### src/rtl/sub_serial_16bit.sv
// sub_serial_16bit: bit-serial subtractor d = a - b - bin, one bit per clock, LSB first.
// Latency: start accepted at E0, bits on E1..E16, done pulses for the cycle after E16.
// Backpressure: none; start is only honoured in IDLE and ignored while busy.
//
// Ports:
//   clk, rst          - clock and synchronous active-high reset
//   start, a, b, bin  - request and operands, captured on the accepting edge
//   busy, done        - operation in progress / one-cycle result-valid pulse
//   d, bout, ovf,zero - registered result flags, updated only on DONE entry
module sub_serial_16bit #(
  parameter int WIDTH = 16
) (
  input  logic             clk,
  input  logic             rst,
  input  logic             start,
  input  logic [WIDTH-1:0] a,
  input  logic [WIDTH-1:0] b,
  input  logic             bin,
  output logic             busy,
  output logic             done,
  output logic [WIDTH-1:0] d,
  output logic             bout,
  output logic             ovf,
  output logic             zero
);

  localparam int CW = (WIDTH > 1) ? $clog2(WIDTH) : 1;
  localparam logic [CW-1:0] LAST = CW'(WIDTH - 1);

  typedef enum logic [1:0] {
    IDLE = 2'd0,
    RUN  = 2'd1,
    DONE = 2'd2
  } state_t;

  state_t           state;
  logic [WIDTH-1:0] sa;      // minuend shift register, current bit in [0]
  logic [WIDTH-1:0] sb;      // subtrahend shift register, current bit in [0]
  logic [WIDTH-1:0] res;     // difference accumulates from the MSB side
  logic             borrow;
  logic             a_msb;   // operand sign bits kept for the overflow flag
  logic             b_msb;
  logic [CW-1:0]    cnt;

  logic             diff_bit;
  logic             borrow_nxt;
  logic [WIDTH-1:0] res_nxt;

  // One full-subtractor cell; res_nxt is the result register after this edge,
  // so on the last bit it is the complete difference.
  always_comb begin
    diff_bit   = sa[0] ^ sb[0] ^ borrow;
    borrow_nxt = (~sa[0] & sb[0]) | (~(sa[0] ^ sb[0]) & borrow);
    res_nxt    = {diff_bit, res[WIDTH-1:1]};
  end

  always_ff @(posedge clk) begin
    if (rst) begin
      state  <= IDLE;
      sa     <= '0;
      sb     <= '0;
      res    <= '0;
      borrow <= 1'b0;
      a_msb  <= 1'b0;
      b_msb  <= 1'b0;
      cnt    <= '0;
      busy   <= 1'b0;
      done   <= 1'b0;
      d      <= '0;
      bout   <= 1'b0;
      ovf    <= 1'b0;
      zero   <= 1'b0;
    end else begin
      case (state)
        IDLE: begin
          if (start) begin
            sa     <= a;
            sb     <= b;
            borrow <= bin;
            a_msb  <= a[WIDTH-1];
            b_msb  <= b[WIDTH-1];
            res    <= '0;
            cnt    <= '0;
            busy   <= 1'b1;
            state  <= RUN;
          end
        end
        RUN: begin
          sa     <= sa >> 1;
          sb     <= sb >> 1;
          borrow <= borrow_nxt;
          res    <= res_nxt;
          cnt    <= cnt + 1'b1;
          if (cnt == LAST) begin
            // Visible outputs move only here, so partial results never show on d.
            state <= DONE;
            done  <= 1'b1;
            d     <= res_nxt;
            bout  <= borrow_nxt;
            ovf   <= (a_msb ^ b_msb) & (res_nxt[WIDTH-1] ^ a_msb);
            zero  <= ~|res_nxt;
          end
        end
        DONE: begin
          state <= IDLE;
          done  <= 1'b0;
          busy  <= 1'b0;
        end
        default: begin
          state <= IDLE;
          done  <= 1'b0;
          busy  <= 1'b0;
        end
      endcase
    end
  end

endmodule

### config.mk
export PLATFORM = sky130hd
export DESIGN_NAME = sub_serial_16bit
export DESIGN_NICKNAME = d
export VERILOG_FILES = /design/src/rtl/sub_serial_16bit.sv
export SDC_FILE = /design/constraint.sdc
export NUM_CORES = 1
export LEC_CHECK = 0
export ABC_AREA = 1
export ABC_CLOCK_PERIOD_IN_PS = 3850
export CAP_MARGIN = 15
export CORE_UTILIZATION = 55
export DETAILED_ROUTE_END_ITERATION = 8
export GPL_TIMING_DRIVEN = 0
export PLACE_DENSITY = 0.9
export SLEW_MARGIN = 20
export SYNTH_ARGS = -nofsm -noshare
export SYNTH_HDL_FRONTEND = slang
export SYNTH_SLANG_ARGS = --single-unit
export TNS_END_PERCENT = 20
### constraint.sdc
create_clock -name clk -period 3.85 [get_ports clk]
set_clock_uncertainty 0.15 [all_clocks]
set_input_delay 0.385 -clock clk [delete_from_list [all_inputs] [get_ports clk]]
set_output_delay 0.385 -clock clk [all_outputs]
set_load 0.02 [all_outputs]
# [Yosys cells after proc, flatten, opt, wreduce, memory -nomap -nowiden]
# Cells that the tools add are included.
[word_totals] register_bits=78 input_bits=36 output_inout_bits=21 wordCells=58
[op_classes] add_sub_neg=1 eq_ne=4 n_mux=17 bitwise=12 reduce_logical=10
[op_table] cell="one-hot mux 16 bit (2 select lines)" n=3
[op_table] cell="2-to-1 mux 16 bit" n=3
[op_table] cell="OR reduction 16 bit" n=1
[op_table] cell="AND reduction 2 bit" n=6
[op_table] cell="one-hot mux 4 bit (2 select lines)" n=1
[op_table] cell="one-hot mux 1 bit (2 select lines)" n=3
[op_table] cell="adder 4 x 1 -> 4 bit, second input constant" n=1
[op_table] cell="equality test 4 bit, second input constant" n=1
[op_table] cell="2-to-1 mux 2 bit" n=2
[op_table] cell="2-to-1 mux 4 bit" n=1
[op_table] cell="inequality test 2 bit, second input constant" n=2
[op_table] cell="NOT 1 bit" n=4
[op_table] cell="one-hot mux 2 bit (2 select lines)" n=1
[op_table] cell="XOR 1 bit" n=4
[op_table] cell="bitwise AND 1 bit" n=3
[op_table] cell="2-to-1 mux 1 bit" n=3
[op_table] cell="equality test 2 x 1 -> 1 bit, second input constant" n=1
[op_table] cell="zero test 2 bit" n=1
[op_table] cell="nonzero test 2 bit" n=1
[op_table] cell="zero test 1 bit" n=1
[op_table] cell="bitwise OR 1 bit" n=1

# [Logic depth before layout (Yosys ltp)]
[depth] depth_word=5 depth_mapped=9 ltp_nobuf=8

# [Least setup slack after synthesis]
# No wires, ideal clock.
[synth_path] path_type="register -> register" startpoint="reg sb[0]" endpoint="reg ovf" setup_ns=0.117 arrival_ns=1.188 required_time_ns=3.583 slack_ns=2.395 stages_incl_launch_ff=6 path_buffers=0 synth_period_minus_slack_ns=1.455 path_cell_list="dfxtp_1 -> inv_1 -> fa_1 -> xor2_1 -> a21oi_1 -> nor2_1"
[synth_between] elab_chain_len=4
[synth_rtl] item="start: declaration" line_no="38" source="logic [WIDTH-1:0] sb;"
[synth_rtl] item="start signal: assignment" line_no="90" source="sb <= sb >> 1;"
[synth_rtl] item="XOR 1 bit (2 in series)" line_no="52" source="diff_bit = sa[0] ^ sb[0] ^ borrow;"
[synth_rtl] item="via diff_bit" line_no="45" source="logic diff_bit;"
[synth_rtl] item="XOR 1 bit" line_no="100" source="ovf <= (a_msb ^ b_msb) & (res_nxt[WIDTH-1] ^ a_msb);"
[synth_rtl] item="bitwise AND 1 bit" line_no="100"
[synth_rtl] item="end signal: assignment" line_no="100"
[synth_rtl] item="end: declaration" line_no="23" source="output logic ovf,"
# The timed path passes the listed nets, and every way through them passes these cells.
# A chain may end at the register's enable or synchronous reset.

# [Worst setup path after layout]
[layout_path] startpoint="reg d[11]" endpoint="out d[11]"
[layout_lines] item="start: declaration" line_no="21" source="output logic [WIDTH-1:0] d,"
[layout_lines] item="start signal: assignment" line_no="98" source="d <= res_nxt;"
# No word-level cell between the ends.

==> flow_metrics.env <==
export IMPL_drc=0
export IMPL_routed_top_layer="met4"
export IMPL_critPathTopFamily="buffers and inverters"
export IMPL_setup_slack_ps=2000
export IMPL_die_h_um=76.9
export IMPL_synth_edf_count=0
export IMPL_syn_area_um2=3080
export IMPL_dieArea_um2=5910
export IMPL_cp_arrival_ps=1310
export IMPL_dr_wl_met2_um=3930
export IMPL_clock_latency_ps=350
export IMPL_fmax_mhz=541
export IMPL_yosys_area_top_type="dfxtp_1"
export IMPL_crit_type="flip-flop to output pin"
export IMPL_cts_tree="built"
export IMPL_grt_pass1_vias=2798
export IMPL_cts_buffers_inserted=9
export IMPL_setup_viol=0
export IMPL_period_share=0.480
export IMPL_drt_initial_drc_count=260
export IMPL_gp_congestion=0.829
export IMPL_synth_area_leaders="dfxtp_1, nand2_1, nor2_1"
export IMPL_coreArea_um2=5240
export IMPL_ys_types=26
export IMPL_regArea_um2=1540
export IMPL_die_w_um=76.9
export IMPL_ys_ff_latch=77
export IMPL_syn_inst=416
export IMPL_worstSetupEndpointType="output pin"
export IMPL_portBuffers=56
export IMPL_path_clk_slew_ps=80
export IMPL_worstMarginPinSlew_ps=551
export IMPL_rows=26
export IMPL_slew_viol_final=0
export IMPL_wl_met1_um=3280
export IMPL_met3_length_um=473
export IMPL_powerDensity_nw_per_um2=411
export IMPL_cts_setup_buffers=0
export IMPL_leakagePower_uw=0.00168
export IMPL_diodes=0
export IMPL_synth_fp_nets=454
export IMPL_dp_slack_ps=1740
export IMPL_critPathMaxStageDelay_ps=630
export IMPL_worst_ir_drop_vdd_mv=0.276
export IMPL_num_nets_final=521
export IMPL_critPathBufInv=1
export IMPL_cts_resized=0
export IMPL_synth_common_cells="nand2_1, nor2_1, dfxtp_1, nand3_1, o21ai_0"
export IMPL_outcome="complete, no violations"
export IMPL_async_reset_ff_frac=0
export IMPL_firstDrtPassIters=6
export IMPL_antenna_found_initial=0
export IMPL_tns_ps=0
export IMPL_fillers=407
export IMPL_rsz0062_at_grt="false"
export IMPL_multi_input_area_um2=1320
export IMPL_crit_path_top_delay_cell="clkdlybuf4s50_1"
export IMPL_wirelength_um=7920
export IMPL_slew_headroom=0.632
export IMPL_worstHoldPathType="flip-flop to flip-flop"
export IMPL_grt_pass1_wl_um=12900
export IMPL_start_kind="flip-flop"
export IMPL_path_max_fanout=2
export IMPL_power_total_uw=1600
export IMPL_start_util=0.588
export IMPL_synth_flop_cell="dfxtp_1"
export IMPL_required_ps=3310
export IMPL_synth_top_area_frac=0.500
export IMPL_syn_avg_cell_area_um2=7.41
export IMPL_yosysWarnings=0
export IMPL_layout_drive_gt1_share=0.0823
export IMPL_period_minus_slack_ps=1850
export IMPL_synth_most_common_cell="nand2_1"
export IMPL_overflow=0
export IMPL_cts_path_max_buffers=2
export IMPL_ys_seq_area_frac=0.500
export IMPL_holdBufCountCts=0
export IMPL_crit_chain="clkdlybuf4s50_1"
export IMPL_cts_htree_levels=3
export IMPL_clockRootBuffer="clkbuf_8"
export IMPL_grt_start_max_net_pins=12
export IMPL_via_count=3017
export IMPL_hold_viol_final=0
export IMPL_ant_nets=0
export IMPL_synthToLayoutAreaGrowth_pct=26.4
export IMPL_cts_num_sinks=77
export IMPL_drv_cap=0
export IMPL_hpwl_um=5420
export IMPL_routedWlPerCell_um=14.2
export IMPL_grt_total_usage=0.281
export IMPL_viasPerCell=5.43
export IMPL_ios=57
## report_power, final
group	total, µW	switching [µW]	internal [µW]
Sequential	854	22.5	832
Combinational	207	123	84.7
Clock	539	279	260
Total	1600	424	1180
## worst paths after layout
check                             from  slack, ps  cells after the start  endpoint
worst min register to register  sb[15]        320                      2    sb[15]
worst max-delay path             d[11]       2000                      1     d[11]
worst max register to register   sb[0]       2110                      7      zero
worst min-delay path            sb[15]        320                      2    sb[15]
## tightest hold or removal path, stage by stage (launching register included)
cell	delay, ps
dfxtp_1	320
nand2_1	60
a21oi_1	50
## stage by stage
stage | hold WS (ps) | util | instances | area (µm²)
after floorplan | 277 | - | 416 | 3080
after global placement | 288 | 0.712 | 542 | 3730
after detailed placement | 299 | 0.712 | 542 | 3730
after CTS | 317 | 0.744 | 556 | 3890
after global routing | 343 | 0.744 | 556 | 3890
final | 318 | 0.744 | 556 | 3890
## registers in the layout, indices dropped and copies added, names as in the netlist
| name | count |
|---|---|
| borrow | 1 |
| done | 1 |
| ovf | 1 |
| sb | 16 |
| cnt | 4 |
| d | 16 |
| zero | 1 |
| bout | 1 |
| busy | 1 |
| a_msb | 1 |
| state | 2 |
| res | 15 |
| sa | 16 |
| b_msb | 1 |
## cell families after synthesis
kind of cell,share of synthesized area
AOI/OAI and AO/OA,0.104
xor gates and xnor gates,0.00569
DFF,0.500
adders and majority gates,0.0106
and+or+nand+nor,0.309
buffers and inverters,0.0706
## metal layers
| metal | up-vias | track usage |
|---|---|---|
| met5 | - | 0 |
| li1 | 1475 | - |
| met4 | 0 | 0.135 |
| met2 | 131 | 0.479 |
| met3 | 24 | 0.0583 |
| met1 | 1387 | 0.335 |
## final cells by class
cell class / count / share of cell area
multi-input combinational: 291 / 0.340
buffer: 22 / 0.0302
clock inverter: 2 / 0.00257
tap: 70 / 0.0225
clock buffer: 12 / 0.0398
sequential: 77 / 0.396
timing repair buffer: 56 / 0.144
inverter: 26 / 0.0257
## cell usage in the layout, fill, tap and decap left out, types with 2 or more instances in the layout
cell type	Yosys	layout
o21ai_0	30	30
nor2_1	80	80
clkinv_2	0	2
clkbuf_1	5	6
clkdlybuf4s50_1	0	56
buf_2	10	10
nand3_1	34	34
nor3_1	7	7
nand4_1	6	6
nand2_2	4	4
buf_4	6	6
o21ai_1	4	4
inv_1	22	22
a21oi_1	12	12
nand2_1	95	95
inv_2	3	3
dfxtp_1	77	77
o31ai_1	6	6
xor2_1	2	2
o211ai_1	5	5
clkbuf_8	0	11
No activity file was read; power rests on OpenSTA's default activity.
